### src/rtl/pipe_hazard_ctrl_pkg.sv
// Shared types for the pipeline hazard controller.
//   hz_state_e : memory-wait FSM encoding (RUN / MEM_WAIT)
//   hz_ctrl_t  : bundle of the five pipe-register hold/kill controls
package pipe_hazard_ctrl_pkg;

    localparam int REG_FILE_ADDR_LEN = 5;

    typedef enum logic {
        HZ_RUN      = 1'b0,
        HZ_MEM_WAIT = 1'b1
    } hz_state_e;

    typedef struct packed {
        logic pc_freeze;
        logic if_id_freeze;
        logic if_id_flush;
        logic id_ex_bubble;
        logic pipe_freeze;
    } hz_ctrl_t;

endpackage

### src/rtl/pipe_hazard_ctrl_if.sv
// Hazard-control bus between the pipeline datapath and the hazard controller.
//   master : pipeline side, drives ID/EX/MEM hazard info and the SRAM handshake,
//            receives hold/kill controls, timeout flag and perf counters.
//   slave  : hazard controller side.
interface pipe_hazard_ctrl_if #(
    parameter int REG_AW = 5,
    parameter int CNT_W  = 32
);
    logic              forward_en;
    logic [REG_AW-1:0] id_src1;
    logic [REG_AW-1:0] id_src2;
    logic              id_two_src;
    logic [REG_AW-1:0] ex_dest;
    logic              ex_wb_en;
    logic              ex_mem_read;
    logic [REG_AW-1:0] mem_dest;
    logic              mem_wb_en;
    logic              branch_taken;
    logic              mem_req;
    logic              mem_ready;

    logic              pc_freeze;
    logic              if_id_freeze;
    logic              if_id_flush;
    logic              id_ex_bubble;
    logic              pipe_freeze;
    logic              mem_timeout;
    logic [CNT_W-1:0]  stall_cnt;
    logic [CNT_W-1:0]  flush_cnt;

    modport master (
        output forward_en, id_src1, id_src2, id_two_src, ex_dest, ex_wb_en,
               ex_mem_read, mem_dest, mem_wb_en, branch_taken, mem_req, mem_ready,
        input  pc_freeze, if_id_freeze, if_id_flush, id_ex_bubble, pipe_freeze,
               mem_timeout, stall_cnt, flush_cnt
    );

    modport slave (
        input  forward_en, id_src1, id_src2, id_two_src, ex_dest, ex_wb_en,
               ex_mem_read, mem_dest, mem_wb_en, branch_taken, mem_req, mem_ready,
        output pc_freeze, if_id_freeze, if_id_flush, id_ex_bubble, pipe_freeze,
               mem_timeout, stall_cnt, flush_cnt
    );
endinterface

### src/rtl/pipe_hazard_ctrl_sat_counter.sv
// Saturating up-counter used for the stall/flush perf counters.
//   clk, rst : clock, synchronous active-high reset (clears count)
//   inc      : add one this cycle (ignored once all-ones)
//   cnt      : current count
module sat_counter #(
    parameter int W = 32
) (
    input  logic         clk,
    input  logic         rst,
    input  logic         inc,
    output logic [W-1:0] cnt
);
    logic [W-1:0] cnt_d;
    logic [W-1:0] cnt_q;

    always_comb begin
        cnt_d = cnt_q;
        if (inc && (cnt_q != '1)) begin
            cnt_d = cnt_q + 1'b1;
        end
    end

    always_ff @(posedge clk) begin
        if (rst) begin
            cnt_q <= '0;
        end else begin
            cnt_q <= cnt_d;
        end
    end

    assign cnt = cnt_q;
endmodule

### src/rtl/pipe_hazard_ctrl.sv
// Pipeline hazard controller: produces PC/IF-ID freeze, IF-ID flush, ID-EX
// bubble and whole-pipe freeze for the 5-stage pipe, tracks slow SRAM accesses
// with a RUN/MEM_WAIT FSM (sticky timeout), and counts stall/flush cycles.
//   clk, rst : clock, synchronous active-high reset
//   hz       : hazard-control bus (slave side), see pipe_hazard_ctrl_if
module pipe_hazard_ctrl
    import pipe_hazard_ctrl_pkg::*;
#(
    parameter int REG_AW       = REG_FILE_ADDR_LEN,
    parameter int CNT_W        = 32,
    parameter int MEM_WAIT_MAX = 15
) (
    input  logic               clk,
    input  logic               rst,
    pipe_hazard_ctrl_if.slave  hz
);
    localparam int WAIT_W = (MEM_WAIT_MAX < 1) ? 1 : $clog2(MEM_WAIT_MAX + 1);
    localparam logic [WAIT_W-1:0] WAIT_LIMIT = WAIT_W'(MEM_WAIT_MAX);

    // Register 0 is hardwired to zero, so writes to it never create a RAW hazard.
    function automatic logic raw_hit(
        input logic [REG_AW-1:0] dest,
        input logic              we,
        input logic [REG_AW-1:0] src1,
        input logic [REG_AW-1:0] src2,
        input logic              two_src
    );
        return we && (dest != '0) && ((dest == src1) || (two_src && (dest == src2)));
    endfunction

    hz_state_e         state_d, state_q;
    logic [WAIT_W-1:0] wait_cnt_d, wait_cnt_q;
    logic              mem_timeout_d, mem_timeout_q;
    logic              mem_stall;
    logic              data_stall;
    logic              ex_hit;
    logic              mem_hit;
    hz_ctrl_t          ctrl;

    always_comb begin
        ex_hit  = raw_hit(hz.ex_dest,  hz.ex_wb_en,  hz.id_src1, hz.id_src2, hz.id_two_src);
        mem_hit = raw_hit(hz.mem_dest, hz.mem_wb_en, hz.id_src1, hz.id_src2, hz.id_two_src);
        // With forwarding only a load in EX cannot be bypassed in time.
        if (hz.forward_en) begin
            data_stall = ex_hit && hz.ex_mem_read;
        end else begin
            data_stall = ex_hit || mem_hit;
        end
    end

    // Mealy memory-wait FSM: the stall is asserted in the same cycle the
    // request misses, and released in the same cycle mem_ready arrives.
    always_comb begin
        state_d       = state_q;
        wait_cnt_d    = wait_cnt_q;
        mem_timeout_d = mem_timeout_q;
        mem_stall     = 1'b0;
        case (state_q)
            HZ_RUN: begin
                wait_cnt_d = '0;
                if (hz.mem_req && !hz.mem_ready) begin
                    state_d   = HZ_MEM_WAIT;
                    mem_stall = 1'b1;
                end
            end
            HZ_MEM_WAIT: begin
                if (hz.mem_ready) begin
                    state_d = HZ_RUN;
                end else begin
                    mem_stall = 1'b1;
                    if (wait_cnt_q != WAIT_LIMIT) begin
                        wait_cnt_d = wait_cnt_q + 1'b1;
                    end
                    // Timeout only flags; the access keeps waiting for ready.
                    if (wait_cnt_d == WAIT_LIMIT) begin
                        mem_timeout_d = 1'b1;
                    end
                end
            end
            default: begin
                state_d = HZ_RUN;
            end
        endcase
    end

    // Priority: memory stall > data hazard > taken branch. A branch under a
    // data stall is dropped here and re-resolved when ID re-issues.
    always_comb begin
        ctrl = '0;
        if (!rst) begin
            if (mem_stall) begin
                ctrl.pc_freeze    = 1'b1;
                ctrl.if_id_freeze = 1'b1;
                ctrl.pipe_freeze  = 1'b1;
            end else if (data_stall) begin
                ctrl.pc_freeze    = 1'b1;
                ctrl.if_id_freeze = 1'b1;
                ctrl.id_ex_bubble = 1'b1;
            end else if (hz.branch_taken) begin
                ctrl.if_id_flush  = 1'b1;
            end
        end
    end

    always_ff @(posedge clk) begin
        if (rst) begin
            state_q       <= HZ_RUN;
            wait_cnt_q    <= '0;
            mem_timeout_q <= 1'b0;
        end else begin
            state_q       <= state_d;
            wait_cnt_q    <= wait_cnt_d;
            mem_timeout_q <= mem_timeout_d;
        end
    end

    assign hz.pc_freeze    = ctrl.pc_freeze;
    assign hz.if_id_freeze = ctrl.if_id_freeze;
    assign hz.if_id_flush  = ctrl.if_id_flush;
    assign hz.id_ex_bubble = ctrl.id_ex_bubble;
    assign hz.pipe_freeze  = ctrl.pipe_freeze;
    assign hz.mem_timeout  = mem_timeout_q;

    sat_counter #(.W(CNT_W)) u_stall_cnt (
        .clk (clk),
        .rst (rst),
        .inc (ctrl.pc_freeze),
        .cnt (hz.stall_cnt)
    );

    sat_counter #(.W(CNT_W)) u_flush_cnt (
        .clk (clk),
        .rst (rst),
        .inc (ctrl.if_id_flush),
        .cnt (hz.flush_cnt)
    );
endmodule

### src/flat_wrapper.sv
// flat-port wrapper written by rule: the top's interface ports become plain ports
module pipe_hazard_ctrl_flat import pipe_hazard_ctrl_pkg::*;
#(
    parameter int REG_AW       = REG_FILE_ADDR_LEN,
    parameter int CNT_W        = 32,
    parameter int MEM_WAIT_MAX = 15
)
  (clk, rst, hz_forward_en, hz_id_src1, hz_id_src2, hz_id_two_src, hz_ex_dest, hz_ex_wb_en, hz_ex_mem_read, hz_mem_dest, hz_mem_wb_en, hz_branch_taken, hz_mem_req, hz_mem_ready, hz_pc_freeze, hz_if_id_freeze, hz_if_id_flush, hz_id_ex_bubble, hz_pipe_freeze, hz_mem_timeout, hz_stall_cnt, hz_flush_cnt);
  pipe_hazard_ctrl_if #(.REG_AW(REG_AW), .CNT_W(CNT_W)) hz_i ();
  input  logic clk;
  input  logic rst;
  input wire logic [$bits(hz_i.forward_en)-1:0] hz_forward_en;
  input wire logic [$bits(hz_i.id_src1)-1:0] hz_id_src1;
  input wire logic [$bits(hz_i.id_src2)-1:0] hz_id_src2;
  input wire logic [$bits(hz_i.id_two_src)-1:0] hz_id_two_src;
  input wire logic [$bits(hz_i.ex_dest)-1:0] hz_ex_dest;
  input wire logic [$bits(hz_i.ex_wb_en)-1:0] hz_ex_wb_en;
  input wire logic [$bits(hz_i.ex_mem_read)-1:0] hz_ex_mem_read;
  input wire logic [$bits(hz_i.mem_dest)-1:0] hz_mem_dest;
  input wire logic [$bits(hz_i.mem_wb_en)-1:0] hz_mem_wb_en;
  input wire logic [$bits(hz_i.branch_taken)-1:0] hz_branch_taken;
  input wire logic [$bits(hz_i.mem_req)-1:0] hz_mem_req;
  input wire logic [$bits(hz_i.mem_ready)-1:0] hz_mem_ready;
  output wire logic [$bits(hz_i.pc_freeze)-1:0] hz_pc_freeze;
  output wire logic [$bits(hz_i.if_id_freeze)-1:0] hz_if_id_freeze;
  output wire logic [$bits(hz_i.if_id_flush)-1:0] hz_if_id_flush;
  output wire logic [$bits(hz_i.id_ex_bubble)-1:0] hz_id_ex_bubble;
  output wire logic [$bits(hz_i.pipe_freeze)-1:0] hz_pipe_freeze;
  output wire logic [$bits(hz_i.mem_timeout)-1:0] hz_mem_timeout;
  output wire logic [$bits(hz_i.stall_cnt)-1:0] hz_stall_cnt;
  output wire logic [$bits(hz_i.flush_cnt)-1:0] hz_flush_cnt;
  assign hz_i.forward_en = hz_forward_en;
  assign hz_i.id_src1 = hz_id_src1;
  assign hz_i.id_src2 = hz_id_src2;
  assign hz_i.id_two_src = hz_id_two_src;
  assign hz_i.ex_dest = hz_ex_dest;
  assign hz_i.ex_wb_en = hz_ex_wb_en;
  assign hz_i.ex_mem_read = hz_ex_mem_read;
  assign hz_i.mem_dest = hz_mem_dest;
  assign hz_i.mem_wb_en = hz_mem_wb_en;
  assign hz_i.branch_taken = hz_branch_taken;
  assign hz_i.mem_req = hz_mem_req;
  assign hz_i.mem_ready = hz_mem_ready;
  assign hz_pc_freeze = hz_i.pc_freeze;
  assign hz_if_id_freeze = hz_i.if_id_freeze;
  assign hz_if_id_flush = hz_i.if_id_flush;
  assign hz_id_ex_bubble = hz_i.id_ex_bubble;
  assign hz_pipe_freeze = hz_i.pipe_freeze;
  assign hz_mem_timeout = hz_i.mem_timeout;
  assign hz_stall_cnt = hz_i.stall_cnt;
  assign hz_flush_cnt = hz_i.flush_cnt;
  pipe_hazard_ctrl #(.REG_AW(REG_AW), .CNT_W(CNT_W), .MEM_WAIT_MAX(MEM_WAIT_MAX)) u_core (.clk(clk), .rst(rst), .hz(hz_i));
endmodule
### config.mk
export PLATFORM = sky130hd
export DESIGN_NAME = pipe_hazard_ctrl_flat
export DESIGN_NICKNAME = d
export VERILOG_FILES = /design/src/rtl/pipe_hazard_ctrl_pkg.sv /design/src/rtl/pipe_hazard_ctrl_if.sv /design/src/rtl/pipe_hazard_ctrl_sat_counter.sv /design/src/rtl/pipe_hazard_ctrl.sv /design/src/flat_wrapper.sv
export SDC_FILE = /design/constraint.sdc
export NUM_CORES = 1
export LEC_CHECK = 0
export BUFFER_PORTS_ARGS = -buffer_cell sky130_fd_sc_hd__buf_2
export CORE_MARGIN = 5
export CORE_UTILIZATION = 26
export DETAILED_ROUTE_END_ITERATION = 6
export GPL_TIMING_DRIVEN = 0
export PLACE_DENSITY = 0.5
export SETUP_SLACK_MARGIN = 0.5
export SLEW_MARGIN = 20
export SYNTH_ARGS = -nofsm -noshare
export SYNTH_HDL_FRONTEND = slang
export SYNTH_SLANG_ARGS = --single-unit
### constraint.sdc
create_clock -name clk -period 5.6 [get_ports clk]
set_clock_uncertainty 0.15 [all_clocks]
set_input_delay 0.84 -clock clk [delete_from_list [all_inputs] [get_ports clk]]
set_output_delay 0.84 -clock clk [all_outputs]
set_load 0.03 [all_outputs]
Yosys cells after proc, flatten, opt, wreduce, memory -nomap -nowiden
Index checks and enable logic that the tools add are counted.
{"block": "totals", "ff_bits": 70, "latch_bits": 0, "ram_bits": 0, "romBits": 0, "word_cells": 53, "n_memories": 0}
{"block": "op_classes", "addsub": 3, "n_mul": 0, "div_mod_pow": 0, "n_lt_le_gt_ge": 0, "eq_ne": 9, "shift": 0, "mux": 17, "n_bitwise": 2, "reduce_logical": 17}
{"op": "$add 32x1->32 const B", "count": 2}
{"op": "$ne 32x32->1 const B", "count": 2}
{"op": "$eq 5x5->1", "count": 4}
{"op": "$mux 4", "count": 4}
{"op": "$logic_and 1x1->1", "count": 10}
{"op": "$reduce_bool 5->1", "count": 2}
{"op": "$pmux 4 s2", "count": 1}
{"op": "$mux 1", "count": 7}
{"op": "$mux 2", "count": 3}
{"op": "$mux 5", "count": 1}
{"op": "$add 4x1->4 const B", "count": 1}
{"op": "$eq 4x4->1 const B", "count": 1}
{"op": "$ne 4x4->1 const B", "count": 1}
{"op": "$logic_or 1x1->1", "count": 3}
{"op": "$reduce_and 3->1", "count": 1}
{"op": "$ne 2x2->1 const B", "count": 1}
{"op": "$not 1->1", "count": 2}
{"op": "$pmux 1 s2", "count": 1}
{"op": "$logic_not 1->1", "count": 1}

Longest topological paths before layout
Gate-level depths: netlist (run 1).
{"block": "logic_depth", "word_depth": 10, "mapped_depth": 10}

By module
Synthesis (run 1) repeated with hierarchy kept, for this count alone.
{"block": "unflattened", "cells_unflattened": 473, "hier_area_um2": 3953.8}
{"module": "sat_counter", "n_inst": 2, "cells_per_inst": 199, "area_per_inst_um2": 1674.1}
{"module": "pipe_hazard_ctrl", "n_inst": 1, "cells_per_inst": 75, "area_per_inst_um2": 605.6}

Least setup slack after synthesis (run 1)
OpenSTA, ideal clock, no wires.
{"block": "synth_path", "kind": "input -> output", "startpoint": "in hz_mem_dest[0]", "endpoint": "out hz_pc_freeze", "arrival_ps": 2724, "path_slack_ps": 1886, "stages": 7, "path_buffers": 3, "cell_sequence": "or4_1 o21a_1 a221oi_2 buf_2 buf_2 nor2_1 buf_4"}
{"block": "synth_via", "elab_chain_len": 9, "elab_cells_between_ends": 12, "classes_between": "eq/ne (2); mux (4); reduce/logical (6)"}
{"item": "from (decl)", "line_no": "flat_wrapper.sv:19", "rtl": "input wire logic [$bits(hz_i.mem_dest)-1:0] hz_mem_dest;"}
{"item": "$eq 5x5->1", "line_no": "pipe_hazard_ctrl.sv:28", "rtl": "return we && (dest != '0) && ((dest == src1) || (two_src && (dest == src2)));"}
{"item": "$logic_and 1x1->1", "line_no": "pipe_hazard_ctrl.sv:28"}
{"item": "$logic_or 1x1->1", "line_no": "pipe_hazard_ctrl.sv:28"}
{"item": "$logic_and 1x1->1 (*)", "line_no": "pipe_hazard_ctrl.sv:28"}
{"item": "$logic_or 1x1->1 (*)", "line_no": "pipe_hazard_ctrl.sv:47", "rtl": "data_stall = ex_hit || mem_hit;"}
{"item": "$mux 1 (*)", "line_no": "pipe_hazard_ctrl.sv:44", "rtl": "if (hz.forward_en) begin"}
{"item": "$mux 2 (*)", "line_no": "pipe_hazard_ctrl.sv:95", "rtl": "end else if (data_stall) begin"}
{"item": "$mux 2 (*)", "line_no": "pipe_hazard_ctrl.sv:91", "rtl": "if (mem_stall) begin"}
{"item": "$mux 5 (*)", "line_no": "pipe_hazard_ctrl.sv:90", "rtl": "if (!rst) begin"}
{"item": "to (decl)", "line_no": "flat_wrapper.sv:24", "rtl": "output wire logic [$bits(hz_i.pc_freeze)-1:0] hz_pc_freeze;"}
Every way passes the cells marked *; elsewhere a longest branch is shown, timed or not.

Final worst setup path (run 1)
{"block": "layout_path", "startpoint": "in hz_ex_dest[0]", "endpoint": "out hz_if_id_flush"}
{"block": "layout_via", "elab_chain_len": 9, "elab_cells_between_ends": 13, "classes_between": "eq/ne (2); mux (4); reduce/logical (7)"}
{"item": "from (decl)", "line_no": "flat_wrapper.sv:16", "rtl": "input wire logic [$bits(hz_i.ex_dest)-1:0] hz_ex_dest;"}
{"item": "$eq 5x5->1", "line_no": "pipe_hazard_ctrl.sv:28"}
{"item": "$logic_and 1x1->1", "line_no": "pipe_hazard_ctrl.sv:28"}
{"item": "$logic_or 1x1->1", "line_no": "pipe_hazard_ctrl.sv:28"}
{"item": "$logic_and 1x1->1 (*)", "line_no": "pipe_hazard_ctrl.sv:28"}
{"item": "$logic_or 1x1->1 or $logic_and 1x1->1 (tied branches)", "line_no": "pipe_hazard_ctrl.sv:47, pipe_hazard_ctrl.sv:45"}
{"item": "$mux 1 (*)", "line_no": "pipe_hazard_ctrl.sv:44"}
{"item": "$mux 1 (*)", "line_no": "pipe_hazard_ctrl.sv:95"}
{"item": "$mux 2 (*)", "line_no": "pipe_hazard_ctrl.sv:91"}
{"item": "$mux 5 (*)", "line_no": "pipe_hazard_ctrl.sv:90"}
{"item": "to (decl)", "line_no": "flat_wrapper.sv:26", "rtl": "output wire logic [$bits(hz_i.if_id_flush)-1:0] hz_if_id_flush;"}
Marks and branches as above.

==> flow_summary.toml, run 1 <==
[worst_setup_path]
cp_max_fo = 10
cp-start-kind = "input pin"
worstPathRequired_ns = 4.61
crit_type = "input pin to output pin"
critPathCaptureType = "output pin"
critical_path_arrival_ns = 3.59

[power]
irDropWorstVdd_uv = 92.7
leakage_nw = 1.84
power.density_nw_per_um2 = 215

[global_route]
grt_usage_pct = 14.7
grt_max_degree = 11
grt_pass1_wl_um = 21700
antenna_found_initial = 0
grt_pass1_vias = 4268
grt_overflow = 0

[synth]
netlist.area_leader.share_pct = 34.1
postSynthCellCount = 503
netlist_top_cells_area = "dfxtp_1, or4_1, a21oi_1"
synth_edf_count = 0
synthArstFlopShare_pct = 0
synth_nets = 536
yosysTopAreaCell = "dfxtp_1"
synth.distinct_cells = 54
netlist_top_cells_count = "dfxtp_1, a21oi_1, or4_1"
synth_flop_cell = "dfxtp_1"
netlist_area_um2 = 4110
syn_avg_cell_area_um2 = 8.17
yosysSeqAreaShare_pct = 34.1
ys_warn_count = 0
synth_most_common_cell = "dfxtp_1"
ys_ff_latch = 70

[route]
viasPerCell = 5.33
drcViolationCount = 0
drtAntennaViolNets = 0
drt_iter0_markers = 236
route.vias.total = 4428
drt-total-wl_um = 13800
drt_first_pass_iters = 4
wl_per_cell_um = 16.7

[clock_network]
cts_root_buffer = "clkbuf_16"
cts_resized = 0
clkLatencyLatePin_ns = 0.33
cts_buffers = 9
cts_hold_buf = 0
post_cts_buffers = 0
cts.sinks = 70
cts_tree = "built"
clkTransAtPathRegs_ns = 0.05
cts-htree-levels = 3
clockBufferDepth = 2

[cells_and_area]
area.growth.synth_to_final_pct = 24.4
nNetsFinal = 645
final_area_um2 = 5120
diodes = 0
drive_gt1_share_pct = 23.6
fill_cells = 1692
final_cells = 830

[timing]
rsz0062_at_grt = "false"
drv_slew = 0
setup_viol = 0
whs_ns = 0.322
layout_min_cycle_time_ns = 4.58
fin_crit_sh_pct = 81.9
worst_pin_slew_ns = 0.928
timing.slew.headroom_pct = 38.1
max_freq_mhz = 218
hold_viol = 0
finalSetupTns_ns = 0

[hold_path]
min_path_type = "flip-flop to flip-flop"

[placement]
dp_hpwl_um = 10100
io_buffer_count = 98
dp_cells = 817
placed_area_um2 = 4870
place.gp.congestion = 0.874

[run_status]
outcome = "completed"

[die]
die_y_um = 136
io_pins = 100
design.die.area_um2 = 18400
die_w_um = 136
fp-row-count = 46
initial_core_util_pct = 26.2
core_um2 = 15700

[job]
max-cap-violations = 0
==> state kept, by name (all words and copies together), names as in the netlist <==
register / cells
u_core.u_flush_cnt.cnt: 32
u_core.state_q: 1
u_core.u_stall_cnt.cnt: 32
u_core.wait_cnt_q: 4
u_core.hz.mem_timeout: 1
==> stage by stage <==
stage / utilization (%) / setup WS (ns) / power (mW)
final: 32.6 / 1.02 / 1.10
after global routing: 32.6 / 0.774 / 1.14
after floorplan: - / 1.89 / 0.574
after global placement: 31.0 / 0.953 / 0.614
after CTS: 32.6 / 0.944 / 1.12
after detailed placement: 31.0 / 0.961 / 0.616
==> worst max-delay path, cell delays in order <==
cell,delay [ns]
buf_2,0.13
xnor2_1,0.18
nand3_1,0.16
o22a_1,0.25
o221ai_1,0.72
clkbuf_1,0.49
buf_1,0.48
inv_1,0.14
buf_2,0.21
==> logic make-up (layout without fill, tap and decap cells) <==
group                      Yosys count  count (layout)  share of synthesized area, %
AOI/OAI and AO/OA                  122             122                          19.5
xor gates and xnor gates            22              22                          4.69
adders and majority gates            3               3                         0.913
buffers and inverters               44             155                          5.02
DFF                                 70              70                          34.1
muxes                               11              11                          3.07
and+or+nand+nor                    231             231                          32.7
==> layout by cell type (no fill, tap or decap), drive strengths merged, types with 2 or more instances in the layout <==
cell / n
a21oi: 48
a31o: 2
and2: 5
and3: 7
and4: 8
buf: 111
clkbuf: 32
clkinv: 4
dfxtp: 70
ha: 3
inv: 8
mux2: 10
nand2: 29
nand3: 35
nand4: 24
nor2: 34
nor2b: 11
nor3: 11
nor3b: 2
nor4: 12
o21a: 3
o21ai: 12
o22a: 2
o22ai: 2
o311a: 3
o311ai: 3
o31a: 2
o31ai: 31
o41ai: 6
or3: 11
or4: 36
or4b: 3
xnor2: 22
==> path summary, 6_finish.rpt <==
kind | startpoint | to | slack (ns) | cells after the start
min | u_core.hz.mem_timeout$_SDFFE_PP0P_ | u_core.hz.mem_timeout$_SDFFE_PP0P_ | 0.32 | 2
max reg2reg | u_core.u_flush_cnt.cnt[0]$_SDFFE_PP0P_ | u_core.u_flush_cnt.cnt[27]$_SDFFE_PP0P_ | 2.49 | 8
min reg2reg | u_core.hz.mem_timeout$_SDFFE_PP0P_ | u_core.hz.mem_timeout$_SDFFE_PP0P_ | 0.32 | 2
max | hz_ex_dest[0] | hz_if_id_flush | 1.02 | 9
==> final cells by class <==
cell class              count  area (µm²)  share of cell area [%]
plain buffers              35         173                    3.37
well taps                 216         270                    5.28
clock buffers              10         229                    4.48
clock inverters             3        15.0                   0.293
flip-flops and latches     70        1400                    27.4
inverters                   9        33.8                   0.660
multi-input cells         389        2500                    48.9
repair buffers             98         490                    9.59
==> power breakdown <==
part | internal, mW | leakage [nW] | total (mW) | switching [mW]
clock network | 0.290 | 0.124 | 0.497 | 0.207
registers | 0.500 | 0.564 | 0.504 | 0.00339
logic | 0.0333 | 1.15 | 0.101 | 0.0679
==> metal layers <==
layer  up-vias  routed length [µm]  part of all wire (%)  track usage (%)
met5         -                   0                     0                0
met4         0                 206                   1.5             5.21
met3        18                 826                   6.0             3.01
met2       137                6430                    46             24.1
met1      2115                6380                    46             19.2
li1       2158                   -                     -                -
Power figures use the tool's default switching activity.
==> run 2, diff against run 1 <==
- ABC_AREA: default -> 1
- clock period: 5.6 -> 4.2 ns (I/O delays scaled with it)
==> run 2 against run 1 <==
  * Wire length is 19% higher
  * Core utilization fell by 0.24 points
  * Die area grew 18%
  * Hold slack worse by 0.023 ns
  * Sequential cell count unchanged
  * Area after synthesis grew 20%
  * Critical path depth rose by 1
  * Power increased by 55%
  * Cell area up 18%
  * Clock-buffer cell count shrank 1
  * Sequential power up 33%
  * Largest cell class unchanged
  * Highest routed layer unchanged
==> flow_summary.toml, run 2 <==
[die]
die_y_um = 148
die_w_um = 148
core_um2 = 18700
fp-row-count = 50
io_pins = 100
design.die.area_um2 = 21800
initial_core_util_pct = 26.3

[synth]
yosysTopAreaCell = "dfxtp_1"
synth_top_family_by_area = "simple AND/OR/NAND/NOR gates"
synth_nets = 844
synthAdderAreaFrac_pct = 0.762
synth_simple_gate_area_share_pct = 46.0
netlist_top_cells_area = "dfxtp_1, nand2_1, nor2_1"
synth_flop_cell = "dfxtp_1"
synth.distinct_cells = 31
synthArstFlopShare_pct = 0
yosysSeqAreaShare_pct = 28.5
synth_edf_count = 0
synth_compound_area_share_pct = 7.65
synthXorXnorAreaFrac_pct = 8.00
netlist.area_leader.share_pct = 28.5
ys_warn_count = 0
syn_avg_cell_area_um2 = 6.07
netlist_top_cells_count = "nand2_1, nor2_1, dfxtp_1"
synth_most_common_cell = "nand2_1"
muxShareOfSynthArea_pct = 0
ys_ff_latch = 70
netlist_area_um2 = 4920
postSynthCellCount = 811

[worst_setup_path]
cp_cell_sequence = "buf_2 > nor2_1 > nand4_1 > o211ai_1 > inv_1 > nand2_1 > nand2_1 > nor2_2 > buf_4 > buf_2"
cpMaxStageDelayCell = "buf_4"
crit_type = "input pin to output pin"
cp_max_fo = 10
critPathCaptureType = "output pin"
cp-start-kind = "input pin"
cp_top_family = "simple AND/OR/NAND/NOR gates"
slowest_delay_ns = 0.22
critical_path_arrival_ns = 2.06
worstPathRequired_ns = 3.42
path_buf_inv = 4

[timing]
worst_pin_slew_ns = 0.684
hold_viol = 0
fin_crit_sh_pct = 67.5
max_freq_mhz = 353
rsz0062_at_grt = "false"
drv_slew = 0
layout_min_cycle_time_ns = 2.84
timing.slew.headroom_pct = 54.4
setup_viol = 0
whs_ns = 0.299
finalSetupTns_ns = 0

[route]
top_layer = "met4"
drtAntennaViolNets = 0
drt_iter0_markers = 251
dr_wl_met2_um = 7750
met1_length_um = 7810
route.vias.total = 5373
drt_first_pass_iters = 5
viasPerCell = 4.64
wl_met3_um = 628
wl_per_cell_um = 14.3
drcViolationCount = 0
drt-total-wl_um = 16500

[clock_network]
clkLatencyLatePin_ns = 0.34
clockBufferDepth = 2
cts_tree = "built"
post_cts_buffers = 0
cts_root_buffer = "clkbuf_16"
cts-htree-levels = 3
cts_buffers = 9
cts_hold_buf = 0
clkTransAtPathRegs_ns = 0.06
cts_resized = 0
cts.sinks = 70

[run_status]
outcome = "completed"

[global_route]
grt_max_degree = 13
grt_overflow = 0
grt_pass1_wl_um = 26800
antenna_found_initial = 0
grt_usage_pct = 15.3
grt_pass1_vias = 5116

[cells_and_area]
final_area_um2 = 6050
nNetsFinal = 953
final_core_util_pct = 32.3
drive_gt1_share_pct = 16.4
final_cell_mix = "nand2_1, buf_2, nor2_1"
area.growth.synth_to_final_pct = 22.8
fill_cells = 2082
final_common_cell = "nand2_1"
diodes = 0

[job]
max-cap-violations = 0

[placement]
place.gp.congestion = 0.919
io_buffer_count = 98
placed_area_um2 = 5710
dp_hpwl_um = 13300

[power]
p_comb_share_pct = 8.7
p_switching_uw = 418
pwr-share-seq_pct = 39.3
leakage_nw = 2.55
internal_power_mw = 1.29
pwr-share-clk_pct = 52.0
power.density_nw_per_um2 = 283
irDropWorstVdd_uv = 205
p_sw_share_pct = 24.5

[hold_path]
min_path_type = "flip-flop to flip-flop"
## run 2: cell count changes after synthesis, sizes merged, moves of 11 or more
cell	delta
nand4	+14
nor2b	-11
nor3	+16
nand2	+246
o31ai	-31
inv	+64
nand3	+28
or3	-11
nor4	-11
a21oi	+18
or4	-36
nor2	+69
xor2	+28
## run 2: final cells by class
type | count | area (µm²) | area share, %
clock inverter | 7 | 113 | 1.86
timing repair buffer | 98 | 490 | 8.11
tap | 234 | 293 | 4.84
sequential | 70 | 1400 | 23.2
multi-input combinational | 638 | 3070 | 50.8
clock buffer | 9 | 225 | 3.73
buffer | 31 | 181 | 3.00
inverter | 72 | 270 | 4.47
## run 2: metal layers
| layer | global-route usage (%) | vias up |
|---|---|---|
| met5 | 0 | - |
| met4 | 4.38 | 0 |
| met3 | 3.53 | 25 |
| met2 | 25.7 | 108 |
| met1 | 19.6 | 2399 |
| li1 | - | 2841 |
## run 2: power by group through the flow
stage	clock, mW	sequential [mW]	combinational [mW]
2_1_floorplan	0	0.691	0.0893
3_3_place_gp	0	0.688	0.149
3_5_place_dp	0	0.687	0.150
4_1_cts	0.909	0.673	0.150
5_1_grt	0.938	0.673	0.165
6_report	0.888	0.672	0.148
## run 2: worst reg2reg max path, stage by stage (launching register included)
cell and delay (ns):
dfxtp_1 0.46, ha_1 0.35, nand3_2 0.16, inv_2 0.13, nand2_2 0.10, nor2_4 0.17
nand4_2 0.16, buf_2 0.25, buf_6 0.16, nand4_1 0.10, a21oi_1 0.08
## run 2: path summary, 6_finish.rpt
kind                                           from                                      end  slack (ns)  cells after the start
min reg2reg      u_core.hz.mem_timeout$_SDFFE_PP0P_       u_core.hz.mem_timeout$_SDFFE_PP0P_        0.30                      2
max reg2reg  u_core.u_stall_cnt.cnt[0]$_SDFFE_PP0P_  u_core.u_stall_cnt.cnt[21]$_SDFFE_PP0P_        1.79                     10
max                                   hz_ex_dest[1]                           hz_if_id_flush        1.36                     10
min              u_core.hz.mem_timeout$_SDFFE_PP0P_       u_core.hz.mem_timeout$_SDFFE_PP0P_        0.30                      2
## run 2: metrics by stage
| step | total power [mW] | cells | setup slack (ns) |
|---|---|---|---|
| after detailed placement | 0.837 | 1143 | 1.34 |
| after global placement | 0.837 | 1143 | 1.32 |
| after CTS | 1.73 | 1159 | 1.31 |
| final | 1.71 | 1159 | 1.36 |
| after global routing | 1.78 | 1159 | 1.15 |
| after floorplan | 0.780 | 811 | 1.41 |
## run 2: cells by family (layout without fill, tap and decap cells)
family	Yosys count	in the layout
adders and majority gates	3	3
AOI/OAI and AO/OA	74	74
and+or+nand+nor	516	516
buffers and inverters	103	217
DFF	70	70
xor gates and xnor gates	45	45
